**src/rtl/fft_pkg.sv**
```systemverilog
// fft_pkg: shared state type and width helper for the magnitude square-root unit
package fft_pkg;
  typedef enum logic [1:0] {IDLE, CALC, DONE} sqrt_state_t;
  function automatic int root_w(input int sample_size);
    return sample_size / 2;
  endfunction
endpackage

```
**src/rtl/fft_mag_sqrt_unit_isqrt_step.sv**
```systemverilog
// isqrt_step: one combinational digit-by-digit square-root iteration
module isqrt_step
  import fft_pkg::*;
#(
  parameter int sample_size = 32,
  localparam int rw = root_w(sample_size)
) (
  input  logic [rw+1:0] rem_in,
  input  logic [rw-1:0] root_in,
  input  logic [1:0]    pair,
  output logic [rw+1:0] rem_out,
  output logic [rw-1:0] root_out
);
  logic [rw+1:0] rem_sh;
  logic [rw+1:0] trial;
  logic          ge;
  always_comb begin
    rem_sh   = {rem_in[rw-1:0], pair};
    trial    = {root_in, 2'b01};
    ge       = rem_sh >= trial;
    rem_out  = ge ? rem_sh - trial : rem_sh;
    root_out = {root_in[rw-2:0], ge};
  end
endmodule

```
**src/rtl/fft_mag_sqrt_unit.sv**
```systemverilog
// fft_mag_sqrt_unit: iterative floor(sqrt) of every lane of a packed squared-magnitude bus
module fft_mag_sqrt_unit
  import fft_pkg::*;
#(
  parameter int sample_size = 32,
  parameter int buffer_size = 4
) (
  input  logic                               clk,
  input  logic                               reset,
  input  logic [buffer_size*sample_size-1:0] in_mags,
  input  logic                               in_valid,
  output logic                               in_ready,
  output logic [buffer_size*sample_size-1:0] out_mags,
  output logic                               out_valid,
  input  logic                               out_ready,
  output logic                               busy
);
  localparam int rw = root_w(sample_size);
  localparam int bw = buffer_size * sample_size;
  localparam int cw = $clog2(rw + 1);
  localparam int iw = $clog2(buffer_size + 1);
  sqrt_state_t      state_q, state_d;
  logic [bw-1:0]    buf_q, buf_d;
  logic [bw-1:0]    res_q, res_d;
  logic [iw-1:0]    idx_q, idx_d;
  logic [rw+1:0]    rem_q, rem_d;
  logic [rw-1:0]    root_q, root_d;
  logic [cw-1:0]    cnt_q, cnt_d;
  logic             in_ready_q, in_ready_d;
  logic             out_valid_q, out_valid_d;
  logic             busy_q, busy_d;
  logic [sample_size-1:0] lane;
  logic [1:0]       pair;
  logic [rw+1:0]    rem_nx;
  logic [rw-1:0]    root_nx;
  assign lane = buf_q[idx_q*sample_size +: sample_size];
  assign pair = lane[2*cnt_q +: 2];
  isqrt_step #(.sample_size(sample_size)) u_step (
    .rem_in  (rem_q),
    .root_in (root_q),
    .pair    (pair),
    .rem_out (rem_nx),
    .root_out(root_nx)
  );
  always_comb begin
    state_d = state_q;
    buf_d   = buf_q;
    res_d   = res_q;
    idx_d   = idx_q;
    rem_d   = rem_q;
    root_d  = root_q;
    cnt_d   = cnt_q;
    if (state_q == IDLE && in_valid) begin
      buf_d   = in_mags;
      idx_d   = '0;
      rem_d   = '0;
      root_d  = '0;
      cnt_d   = cw'(rw - 1);
      state_d = CALC;
    end else if (state_q == CALC) begin
      rem_d  = rem_nx;
      root_d = root_nx;
      cnt_d  = cnt_q - 1'b1;
      if (cnt_q == '0) begin
        res_d[idx_q*sample_size +: sample_size] = {{(sample_size-rw){1'b0}}, root_nx};
        if (idx_q == iw'(buffer_size - 1)) begin
          state_d = DONE;
        end else begin
          idx_d  = idx_q + 1'b1;
          rem_d  = '0;
          root_d = '0;
          cnt_d  = cw'(rw - 1);
        end
      end
    end else if (state_q == DONE && out_ready) begin
      state_d = IDLE;
    end
    in_ready_d  = state_d == IDLE;
    out_valid_d = state_d == DONE;
    busy_d      = state_d == CALC;
  end
  always_ff @(posedge clk) begin
    if (reset) begin
      state_q     <= IDLE;
      buf_q       <= '0;
      res_q       <= '0;
      idx_q       <= '0;
      rem_q       <= '0;
      root_q      <= '0;
      cnt_q       <= '0;
      in_ready_q  <= 1'b1;
      out_valid_q <= 1'b0;
      busy_q      <= 1'b0;
    end else begin
      state_q     <= state_d;
      buf_q       <= buf_d;
      res_q       <= res_d;
      idx_q       <= idx_d;
      rem_q       <= rem_d;
      root_q      <= root_d;
      cnt_q       <= cnt_d;
      in_ready_q  <= in_ready_d;
      out_valid_q <= out_valid_d;
      busy_q      <= busy_d;
    end
  end
  assign in_ready  = in_ready_q;
  assign out_valid = out_valid_q;
  assign busy      = busy_q;
  assign out_mags  = res_q;
endmodule

```
**config.mk**
```make
export PLATFORM = sky130hd
export DESIGN_NAME = fft_mag_sqrt_unit
export DESIGN_NICKNAME = d
export VERILOG_FILES = /design/src/rtl/fft_pkg.sv /design/src/rtl/fft_mag_sqrt_unit_isqrt_step.sv /design/src/rtl/fft_mag_sqrt_unit.sv
export SDC_FILE = /design/constraint.sdc
export NUM_CORES = 1
export LEC_CHECK = 0
export CAP_MARGIN = 20
export CORE_ASPECT_RATIO = 1.2
export CORE_UTILIZATION = 54
export DETAILED_ROUTE_END_ITERATION = 7
export GPL_TIMING_DRIVEN = 1
export PLACE_DENSITY = 0.91
export SLEW_MARGIN = 10
export SYNTH_ARGS = -nofsm -noshare
export SYNTH_HDL_FRONTEND = slang
export SYNTH_SLANG_ARGS = --single-unit
```
**constraint.sdc**
```tcl
create_clock -name clk -period 9.2 [get_ports clk]
set_clock_uncertainty 0.15 [all_clocks]
set_input_delay 2.3 -clock clk [delete_from_list [all_inputs] [get_ports clk]]
set_output_delay 2.3 -clock clk [all_outputs]
set_load 0.02 [all_outputs]
```
# Word-level counts from Yosys, hierarchy flattened
# Index checks and enable logic that the tools add are counted.
# Widths: inputs -> output; s select.
# word_totals
ff_bits	301
wordCells	51
# op_classes
add_sub_neg	4
order_cmp	1
n_eq_ne	5
shift	4
mux	15
bitwise_logic	2
n_reduce_logical	9
# op_table
operator	n
$bwmux 128	1
$shift 32x34->128 const A	1
$shiftx 128x9->32	1
$shiftx 32x34->128	1
$mux 16	5
$neg 8->34	1
$shiftx 32x7->2	1
$ge 18x18->1	1
$sub 16x16->16	1
$mux 2	5
$mux 5	2
$mux 4	2
$reduce_and 3->1	2
$logic_not 5->1	1
$sub 5x1->5 const B	1
$eq 2x1->1 const B	2
$eq 2x2->1 const B	2
$logic_not 2->1	2
$add 3x1->3 const B	1
$eq 3x2->1 const B	1
$logic_and 1x1->1	2
$not 1->1	2
$reduce_bool 2->1	1
$reduce_or 2->1	1

# Depth between registers and ports, before layout
# Gate-level depths: netlist (run 1).
# logic_depth
ltp_word	6
mapped_depth	14
mapped_depth_nobuf	11

# Cells and area by module
# Synthesis (run 1) repeated with hierarchy kept, for this count alone.
# hier_totals
hier_cells	1396
hier_area_um2	11547.3
# modules_own_cells
mod	instances	cells_each	area_per_inst_um2	seq_area_each_um2
fft_mag_sqrt_unit	1	1213	10178.5	4784.6
isqrt_step	1	183	1368.8	0.0

# Worst setup path after synthesis (run 1)
# No wires, ideal clock.
# synth_timing
kind	in2reg
from	input in_valid
to	register rem_q[12]
arrival_time_ns	3.212
required_ns	8.976
setup_slack_ns	5.763
cell_stages	6
path_cell_list	nand2_1 -> nand2b_1 -> nor2_1 -> clkbuf_1 -> a32oi_1 -> o21ai_0
# synth_between
elab_chain_len	2
# synth_rtl
item	line_no	source
from (decl)	fft_mag_sqrt_unit.sv:11	input logic in_valid,
$logic_and 1x1->1	fft_mag_sqrt_unit.sv:53	if (state_q == IDLE && in_valid) begin
$reduce_or 2->1 (no line)	n/a	
to (signal assigned)	fft_mag_sqrt_unit.sv:99	rem_q <= rem_d;
to (decl)	fft_mag_sqrt_unit.sv:26	logic [rw+1:0] rem_q, rem_d;
# Every way passes these cells.
# A chain may end at the register's enable or synchronous reset.

# Worst setup path after layout (run 1)
# layout_timing
from	input in_valid
to	register rem_q[4]
# The elaborated chain is that of the path after synthesis.

==> flow_summary.json, run 1 <==
{
  "ant_nets": 0,
  "clock-root-buffer": "clkbuf_16",
  "port_buffers": 198,
  "postCtsHoldBufs": 0,
  "fin_setup_tns_ns": 0,
  "ys_types": 58,
  "max_freq_mhz": 197.4,
  "drt_iter0_drc": 731,
  "n_antenna_cell": 0,
  "placed_area_sq_mm": 0.01255,
  "fin_nets": 1595,
  "syn_to_final_growth_pct": 22.50,
  "die_w_microns": 131.0,
  "tritoncts": "built",
  "synth-seq-cells": 237,
  "cp.required_ns": 9.49,
  "arrival_ns": 5.35,
  "cp_max_fo": 65,
  "drc": 0,
  "ys_async_sr_fraction_pct": 0,
  "holdPathStages": 2,
  "cts.path.max_buffers": 3,
  "reg2regPathDepth": 10,
  "grt_usage_pct": 26.81,
  "finalWorstSetupSlack_ns": 4.135,
  "synth_largest_area_cell": "dfxtp_1",
  "wire_per_inst_microns": 16.02,
  "grtUsageMet1_pct": 33.30,
  "initial_core_util_pct": 55.20,
  "yosysWarnings": 0,
  "grt_max_degree": 105,
  "rows": 56,
  "die_h_microns": 156.9,
  "antenna_found_initial": 0,
  "clk_latency_ns": 0.52,
  "multi_input_area_sq_mm": 0.005330,
  "ys_seq_area_share_pct": 43.97,
  "viasPerCell": 5.580,
  "min_period_over_period_pct": 55.05,
  "synth_edf_count": 0,
  "fillers": 1545,
  "hold_violations": 0,
  "power.density_mw_per_mm2": 224.9,
  "synthesis.area_sq_mm": 0.01079,
  "hp-class": "register to register",
  "startpoint_type": "primary input",
  "die_area_sq_mm": 0.02055,
  "drt_pass1_iterations": 5,
  "synth_top_area_share_pct": 43.97,
  "p_total_uw": 2972,
  "syn_inst": 1300,
  "synth.area.top_cells": "dfxtp_1, nand2_1, a21oi_1",
  "grt_pass1_wl_mm": 43.89,
  "status": "finished clean",
  "tightest_slew_ns": 1.115,
  "dp_hpwl_mm": 19.24,
  "pre_cts_slack_ns": 3.732,
  "place_congestion": 0.9122,
  "register_area_sq_mm": 0.004746,
  "cts.repair.resized": 0,
  "slew_viol_final": 0,
  "clk_pin_slew_ns": 0.06,
  "numClockSinks": 237,
  "cts_inserted_buffers": 23,
  "vias": 9547,
  "drv_cap": 0,
  "use_met2_pct": 47.37,
  "post_cts_buffers": 0,
  "grtUsageMet3_pct": 3.590,
  "core_sq_mm": 0.01955,
  "syn_avg_cell_area_sq_um": 8.300,
  "place_inst": 1678,
  "slew_headroom_pct": 25.58,
  "rsz0062_at_grt": "no",
  "p_leak_uw": 0.004906,
  "wirelength_mm": 27.41,
  "drive_above_1_share_pct": 5.448,
  "fin_area_sq_mm": 0.01322,
  "grt_overflow_total": 0,
  "crit_type": "primary input to register",
  "final_cells": 1711,
  "htreeDepth": 1,
  "fin_crit_ns": 5.065,
  "synthFlopType": "dfxtp_1",
  "grt.busiest_layer": "met2",
  "setup_violations": 0,
  "io_pins": 263,
  "crit_path_end_kind": "register",
  "grt_pass1_vias": 9085,
  "ir_worst_vdd_uv": 226.7
}
-- metrics by stage --
stage / util (%) / hold WS (ns)
2_1_floorplan: - / 0.2815
3_3_place_gp: 64.18 / 0.2897
3_5_place_dp: 64.18 / 0.2927
4_1_cts: 67.61 / 0.3010
5_1_grt: 67.61 / 0.3190
6_report: 67.61 / 0.3020
-- layout make-up --
| type | instances | share of cell area (%) |
|---|---|---|
| clock buffer | 31 | 4.885 |
| clock inverter | 2 | 0.1893 |
| inverter | 31 | 0.8803 |
| multi-input combinational | 945 | 40.33 |
| sequential | 237 | 35.90 |
| tap | 261 | 2.471 |
| timing repair buffer | 204 | 15.34 |
-- state kept, by name, indices dropped and copies added (netlist names) --
signal and cells:
buf_q 128, busy 1, cnt_q 5, idx_q 3, in_ready 1, out_mags 64, out_valid 1, rem_q 16
root_q 16, state_q 2
-- path summary, 6_finish.rpt --
| kind | slack [ns] | start | to |
|---|---|---|---|
| hold / removal | 0.30 | buf_q[122] | buf_q[122] |
| setup / recovery | 4.14 | in_valid | rem_q[4] |
| setup reg to reg | 4.98 | idx_q[0] | rem_q[7] |
| hold reg to reg | 0.30 | buf_q[122] | buf_q[122] |
-- worst max-delay path, stage by stage --
cell             delay (ns)
clkdlybuf4s50_1        0.49
nand2_4                0.53
nand2b_1               0.63
nor2b_1                0.79
or2b_4                 0.39
o21ai_0                0.19
-- cells in the final DEF, fill, tap and decap left out, types with 24 or more instances in the layout --
cell type        netlist  final
nand2_1              331    330
inv_1                 31     31
nand3_1               25     25
mux2i_1               35     35
clkdlybuf4s50_1        0    197
nor2_1                88     87
dfxtp_1              237    236
a21oi_1              199    199
mux4_2                24     24
conb_1                 1     64
-- cell families after synthesis --
logic type / after synthesis / synth area share (%)
xor+xnor: 14 / 1.136
other cells: 1 / 0.03475
flops: 237 / 43.97
compound gates: 297 / 16.18
mux: 65 / 9.021
simple gates: 484 / 18.29
fa+ha+maj: 21 / 2.435
buf+inv: 181 / 8.940
-- Yosys cell counts (4+ instances only) --
library cell	n
a221o_1	6
clkbuf_1	74
mux4_2	24
mux2i_1	35
o221ai_1	7
o21ai_1	7
nor2b_1	4
a21o_1	7
a211oi_1	4
o21bai_1	4
xor2_1	5
mux2_2	5
nor2_1	88
o21ai_0	20
xnor2_1	9
nand3_1	25
a22oi_1	16
nor3_1	4
nand2_1	331
dfxtp_1	237
and3_1	4
nand2b_1	5
inv_1	31
buf_4	66
a21oi_1	199
a32oi_1	10
ha_1	21
-- per-layer routing --
metal  routed length (microns)  up-vias
met3                      1674       55
met4                       605        0
met2                     14050      410
li1                          -     4573
met1                     11080     4509
met5                         0        -
-- report_power, final --
| group | switching, uW | total, uW | leakage [uW] | internal, uW |
|---|---|---|---|---|
| Clock | 378 | 866 | 0.000331 | 487 |
| Sequential | 47.5 | 1130 | 0.00193 | 1090 |
| Combinational | 571 | 972 | 0.00264 | 401 |
| Total | 997 | 2970 | 0.00491 | 1980 |
Note: power is estimated with default switching activity, not from simulation.
==> run 2: changes to the inputs <==
--- a/config.mk
+++ b/config.mk
@@ -7,10 +7,10 @@
 export LEC_CHECK = 0
 export CAP_MARGIN = 20
 export CORE_ASPECT_RATIO = 1.2
-export CORE_UTILIZATION = 54
+export CORE_UTILIZATION = 50
 export DETAILED_ROUTE_END_ITERATION = 7
 export GPL_TIMING_DRIVEN = 1
-export PLACE_DENSITY = 0.91
+export PLACE_DENSITY = 0.86
 export SLEW_MARGIN = 10
 export SYNTH_ARGS = -nofsm -noshare
 export SYNTH_HDL_FRONTEND = slang
==> constraint.sdc (replaced) <==
create_clock -name clk -period 5.03 [get_ports clk]
set_clock_uncertainty 0.15 [all_clocks]
set_input_delay 1.2575 -clock clk [delete_from_list [all_inputs] [get_ports clk]]
set_output_delay 1.2575 -clock clk [all_outputs]
set_load 0.02 [all_outputs]
==> flow_summary.json, run 2 (synthesized netlist as in run 1, its figures left out) <==
{
  "drive_above_1_share_pct": 6.553,
  "arrival_ns": 4.08,
  "reg2reg_from": "idx_q[0]",
  "fin_nets": 1600,
  "crit_family": "compound AO/OA/AOI/OAI gates",
  "fillers": 1717,
  "slew_viol_final": 0,
  "tritoncts": "built",
  "final_common_cell": "nand2_1",
  "grt_pass1_vias": 8749,
  "place_congestion": 0.8303,
  "rrSetupSlack_ns": 1.20,
  "drt_pass1_iterations": 5,
  "initial_core_util_pct": 51.27,
  "finalCoreUtilization_pct": 63.95,
  "die_w_microns": 136.1,
  "dp_hpwl_mm": 19.70,
  "critPathSlowestCell": "dfxtp_4",
  "max_freq_mhz": 261.0,
  "cp_slowest_stage_delay_ns": 0.87,
  "die_h_microns": 162.9,
  "rows": 58,
  "power.density_mw_per_mm2": 425.3,
  "die_area_sq_mm": 0.02217,
  "final_cells": 1735,
  "slew_headroom_pct": 32.40,
  "antenna_found_initial": 0,
  "post_cts_buffers": 0,
  "wirelength_mm": 27.44,
  "placed_area_sq_mm": 0.01259,
  "holdPathEnd": "buf_q[70]",
  "grt_usage_pct": 24.53,
  "hp-class": "register to register",
  "viasPerCell": 5.459,
  "drt_iter0_drc": 630,
  "numClockSinks": 237,
  "startpoint_type": "register",
  "fin_setup_tns_ns": 0,
  "grt_pass1_wl_mm": 43.75,
  "ir_worst_vdd_uv": 433.5,
  "vias": 9472,
  "fin_crit_ns": 3.832,
  "p_leak_uw": 0.005016,
  "syn_to_final_growth_pct": 24.72,
  "holdPathStages": 2,
  "crit_chain": "mux4_2 > mux2_2 > a221o_1 > a221oi_4 > nor3_2 > o211ai_2 > and2_4 > or2b_4 > o21ai_0",
  "setup_violations": 0,
  "port_buffers": 198,
  "reg2regPathDepth": 9,
  "cts.repair.resized": 0,
  "clk_latency_ns": 0.52,
  "crit_buf_inv": 0,
  "cts_inserted_buffers": 24,
  "io_pins": 263,
  "fin_area_sq_mm": 0.01346,
  "wire_per_inst_microns": 15.81,
  "status": "finished clean",
  "crit_type": "register to register",
  "regMostFlops": "buf_q",
  "min_period_over_period_pct": 76.18,
  "place_inst": 1691,
  "drc": 0,
  "n_antenna_cell": 0,
  "postCtsHoldBufs": 0,
  "rsz0062_at_grt": "no",
  "clk_pin_slew_ns": 0.06,
  "final_cell_mix": "nand2_1, dfxtp_1, a21oi_1, clkdlybuf4s50_1, nor2_1",
  "rr_endpoint": "rem_q[7]",
  "cp_max_fo": 46,
  "ant_nets": 0,
  "grt_max_degree": 105,
  "largest_reg_flops": 128,
  "worstHoldStart": "buf_q[70]",
  "tightest_slew_ns": 1.014,
  "core_sq_mm": 0.02105,
  "cp.required_ns": 5.28,
  "clock-root-buffer": "clkbuf_16",
  "drv_cap": 0,
  "grt_overflow_total": 0,
  "crit_path_end_kind": "register",
  "cts.path.max_buffers": 3,
  "hold_violations": 0,
  "htreeDepth": 1
}
run 2: cell count changes in the layout (fill, tap and decap cells not counted):
cell,delta
clkbuf_8,+5
clkbuf_16,+2
clkinv_4,+2
buf_4,+4
clkinvlp_4,+3
clkbuf_1,-3
dfxtp_2,-1
nor2_2,-1
dfxtp_4,+1
inv_16,-1
nor2_1,+1
bufinv_16,+2
inv_8,+1
run 2: metal layers:
metal,global-route usage [%],part of all wire [%]
met3,3.299,7.1
met4,7.273,2.2
met2,42.82,50
met1,31.20,41
met5,0,0
run 2: power breakdown:
part,switching (uW),internal [uW]
Combinational,996,735
Clock,763,1150
Sequential,93.6,1990
run 2: worst min-delay path: cells and delay by family (launching register included):
| kind | cells | cell delay [ns] |
|---|---|---|
| AOI/OAI and AO/OA | 1 | 0.05 |
| DFF | 1 | 0.31 |
| and+or+nand+nor | 1 | 0.05 |
run 2: area by class of cell:
class	instances	area, sq um	area share, %
clock buffers	35	753.2	5.597
clock inverters	9	116.4	0.8646
inverters	31	116.4	0.8646
multi-input cells	945	5328	39.59
flip-flops and latches	237	4748	35.28
well taps	270	337.8	2.510
repair buffers	208	2058	15.29
run 2: metrics by stage:
step | hold slack, ns | total power [uW] | setup slack, ns
2_1_floorplan | 0.2815 | 3528 | 1.659
3_3_place_gp | 0.2890 | 3793 | 1.300
3_5_place_dp | 0.2944 | 3812 | 1.183
4_1_cts | 0.3034 | 5716 | 1.178
5_1_grt | 0.3193 | 5985 | 0.9576
6_report | 0.3023 | 5723 | 1.198
run 2: worst max path at each step:
stage                         from            end  slack [ns]  cells after the start
final                     idx_q[0]       rem_q[7]        1.20                      9
after floorplan           idx_q[0]  out_mags[104]        1.66                     13
after global placement    idx_q[0]      rem_q[12]        1.30                      9
after CTS                 idx_q[0]      rem_q[12]        1.18                      9
after global routing      idx_q[0]       rem_q[6]        0.96                      9
after detailed placement  idx_q[0]       rem_q[6]        1.18                      9
==> run 3: changes to the inputs <==
--- a/config.mk
+++ b/config.mk
@@ -7,10 +7,10 @@
 export LEC_CHECK = 0
 export CAP_MARGIN = 20
 export CORE_ASPECT_RATIO = 1.2
-export CORE_UTILIZATION = 50
+export CORE_UTILIZATION = 45
 export DETAILED_ROUTE_END_ITERATION = 7
 export GPL_TIMING_DRIVEN = 1
-export PLACE_DENSITY = 0.86
+export PLACE_DENSITY = 0.82
 export SLEW_MARGIN = 10
 export SYNTH_ARGS = -nofsm -noshare
 export SYNTH_HDL_FRONTEND = slang
==> constraint.sdc (replaced) <==
create_clock -name clk -period 3.1 [get_ports clk]
set_clock_uncertainty 0.15 [all_clocks]
set_input_delay 0.775 -clock clk [delete_from_list [all_inputs] [get_ports clk]]
set_output_delay 0.775 -clock clk [all_outputs]
set_load 0.02 [all_outputs]
==> flow_summary.json, run 3 (synthesized netlist as in run 1, its figures left out) <==
{
  "clk_latency_ns": 0.53,
  "slew_viol_final": 0,
  "rsz0062_at_grt": "yes",
  "fin_crit_ns": 3.191,
  "port_buffers": 198,
  "power.density_mw_per_mm2": 696.3,
  "internal-power_uw": 6589,
  "die_area_sq_mm": 0.02460,
  "violations": "negative setup slack",
  "fillers": 2007,
  "cp_max_fo": 10,
  "startpoint_type": "register",
  "ant_nets": 0,
  "drv_cap": 0,
  "crit_path_end_kind": "register",
  "holdPathStages": 2,
  "worstHoldStart": "out_mags[69]",
  "fin_nets": 1648,
  "pwr-share-clk_pct": 29.7,
  "io_pins": 263,
  "rows": 61,
  "crit_type": "register to register",
  "final_common_cell": "nand2_1",
  "syn_to_final_growth_pct": 29.31,
  "regMostFlops": "buf_q",
  "finalCoreUtilization_pct": 59.75,
  "min_period_over_period_pct": 102.9,
  "drt_iter0_drc": 828,
  "die_h_microns": 171.6,
  "tightest_slew_ns": 1.074,
  "critPathSlowestCell": "mux4_1",
  "switchingPower_uw": 3128,
  "rrSetupSlack_ns": -0.09,
  "antenna_found_initial": 0,
  "grt_max_degree": 201,
  "place_inst": 1778,
  "fin_setup_tns_ns": -0.9138,
  "place_congestion": 0.8850,
  "hp-class": "register to register",
  "power_frac_comb_pct": 35.7,
  "placed_area_sq_mm": 0.01306,
  "drc": 0,
  "die_w_microns": 143.4,
  "final_cell_mix": "nand2_1, dfxtp_1, a21oi_1, clkdlybuf4s50_1, nor2_1",
  "rr_endpoint": "rem_q[8]",
  "crit_family": "compound AO/OA/AOI/OAI gates",
  "largest_reg_flops": 128,
  "cp_slowest_stage_delay_ns": 0.55,
  "grt_overflow_total": 0,
  "cts_inserted_buffers": 23,
  "clock-root-buffer": "clkbuf_16",
  "vias": 9703,
  "p_total_uw": 9716,
  "ir_worst_vdd_uv": 501.1,
  "numClockSinks": 237,
  "core_sq_mm": 0.02335,
  "holdPathEnd": "out_mags[69]",
  "cts.path.max_buffers": 3,
  "setup_violations": 14,
  "n_antenna_cell": 0,
  "clk_pin_slew_ns": 0.06,
  "hold_violations": 0,
  "initial_core_util_pct": 46.20,
  "grt_usage_pct": 23.07,
  "slew_headroom_pct": 28.12,
  "crit_chain": "buf_12 > mux4_1 > mux2_2 > a221o_1 > a221oi_4 > o31ai_1 > a21oi_2 > buf_4 > o211ai_1 > o311ai_0 > o21ai_1",
  "wirelength_mm": 28.92,
  "status": "complete, but fails checks",
  "drive_above_1_share_pct": 9.470,
  "arrival_ns": 3.44,
  "grt_pass1_wl_mm": 45.00,
  "max_freq_mhz": 313.4,
  "drt_pass1_iterations": 5,
  "dp_hpwl_mm": 20.75,
  "final_cells": 1825,
  "cp.required_ns": 3.35,
  "finalWorstSetupSlack_ns": -0.09132,
  "htreeDepth": 1,
  "wire_per_inst_microns": 15.85,
  "crit_buf_inv": 2,
  "reg2regPathDepth": 11,
  "p_leak_uw": 0.005273,
  "postCtsHoldBufs": 0,
  "grt_pass1_vias": 8870,
  "seqPwrFrac_pct": 34.6,
  "fin_area_sq_mm": 0.01395,
  "reg2reg_from": "idx_q[0]",
  "switching_share_pct": 32.19,
  "viasPerCell": 5.317,
  "tritoncts": "built"
}
[run 3: cell types whose count changed in the layout (fill, tap and decap cells not counted), moves of 3 or more]
cell / previous run / this run
buf_12: 0 / 10
buf_4: 10 / 45
buf_6: 1 / 4
clkbuf_8: 9 / 6
o21ai_0: 20 / 16
o21ai_1: 7 / 11
[run 3: what timing repair did]
action / in CTS / in global routing
pin swaps: 1 / 4
gates resized for setup: 0 / 14
endpoints found under the setup margin: 23 / 33
cloned: 1 / 0
hold endpoints to repair: 0 / 0
buffers inserted: 3 / 3
[run 3: routing by layer]
| layer | up-vias | wire length [microns] | global-route usage (%) |
|---|---|---|---|
| met4 | 0 | 1186 | 10.41 |
| met1 | 4477 | 11540 | 28.24 |
| met5 | - | 0 | 0 |
| met3 | 85 | 1987 | 3.619 |
| met2 | 456 | 14200 | 39.70 |
| li1 | 4685 | - | - |
[run 3: how the worst max path moves through the flow]
stage / end / startpoint / cells past startpoint
after floorplan: rem_q[10] / idx_q[0] / 12
after global routing: rem_q[8] / idx_q[0] / 11
after global placement: rem_q[4] / idx_q[0] / 9
final: rem_q[8] / idx_q[0] / 11
after detailed placement: rem_q[13] / idx_q[0] / 9
after CTS: rem_q[8] / idx_q[0] / 11
[run 3: power by group through the flow]
stage / sequential (uW) / combinational, uW / clock, uW
floorplan: 3380 / 2350 / 0
global placement: 3420 / 3150 / 0
detailed placement: 3430 / 3190 / 0
CTS: 3360 / 3360 / 2920
global route: 3380 / 3780 / 3050
finish: 3360 / 3470 / 2880
[run 3: worst register-to-register path, stage by stage (launching register included)]
cell	delay, ns
dfxtp_4	0.37
buf_12	0.15
mux4_1	0.55
mux2_2	0.27
a221o_1	0.38
a221oi_4	0.33
o31ai_1	0.19
a21oi_2	0.21
buf_4	0.15
o211ai_1	0.07
o311ai_0	0.12
o21ai_1	0.11
[run 3: cell type report]
class	instances	area (sq um)	area share [%]
Clock buffer	32	669.4	4.797
Clock inverter	8	111.4	0.7981
Inverter	31	116.4	0.8339
Multi-Input combinational cell	946	5359	38.41
Sequential cell	237	4748	34.03
Tap cell	315	394.1	2.825
Timing Repair Buffer	256	2555	18.31
[run 3: stage by stage]
stage / setup slack, ns / hold WS, ns
final: -0.09132 / 0.3006
after global routing: -0.2285 / 0.3238
after CTS: -0.05995 / 0.3028
after detailed placement: -0.2284 / 0.2944
after global placement: -0.1727 / 0.2896
after floorplan: 0.009879 / 0.2815
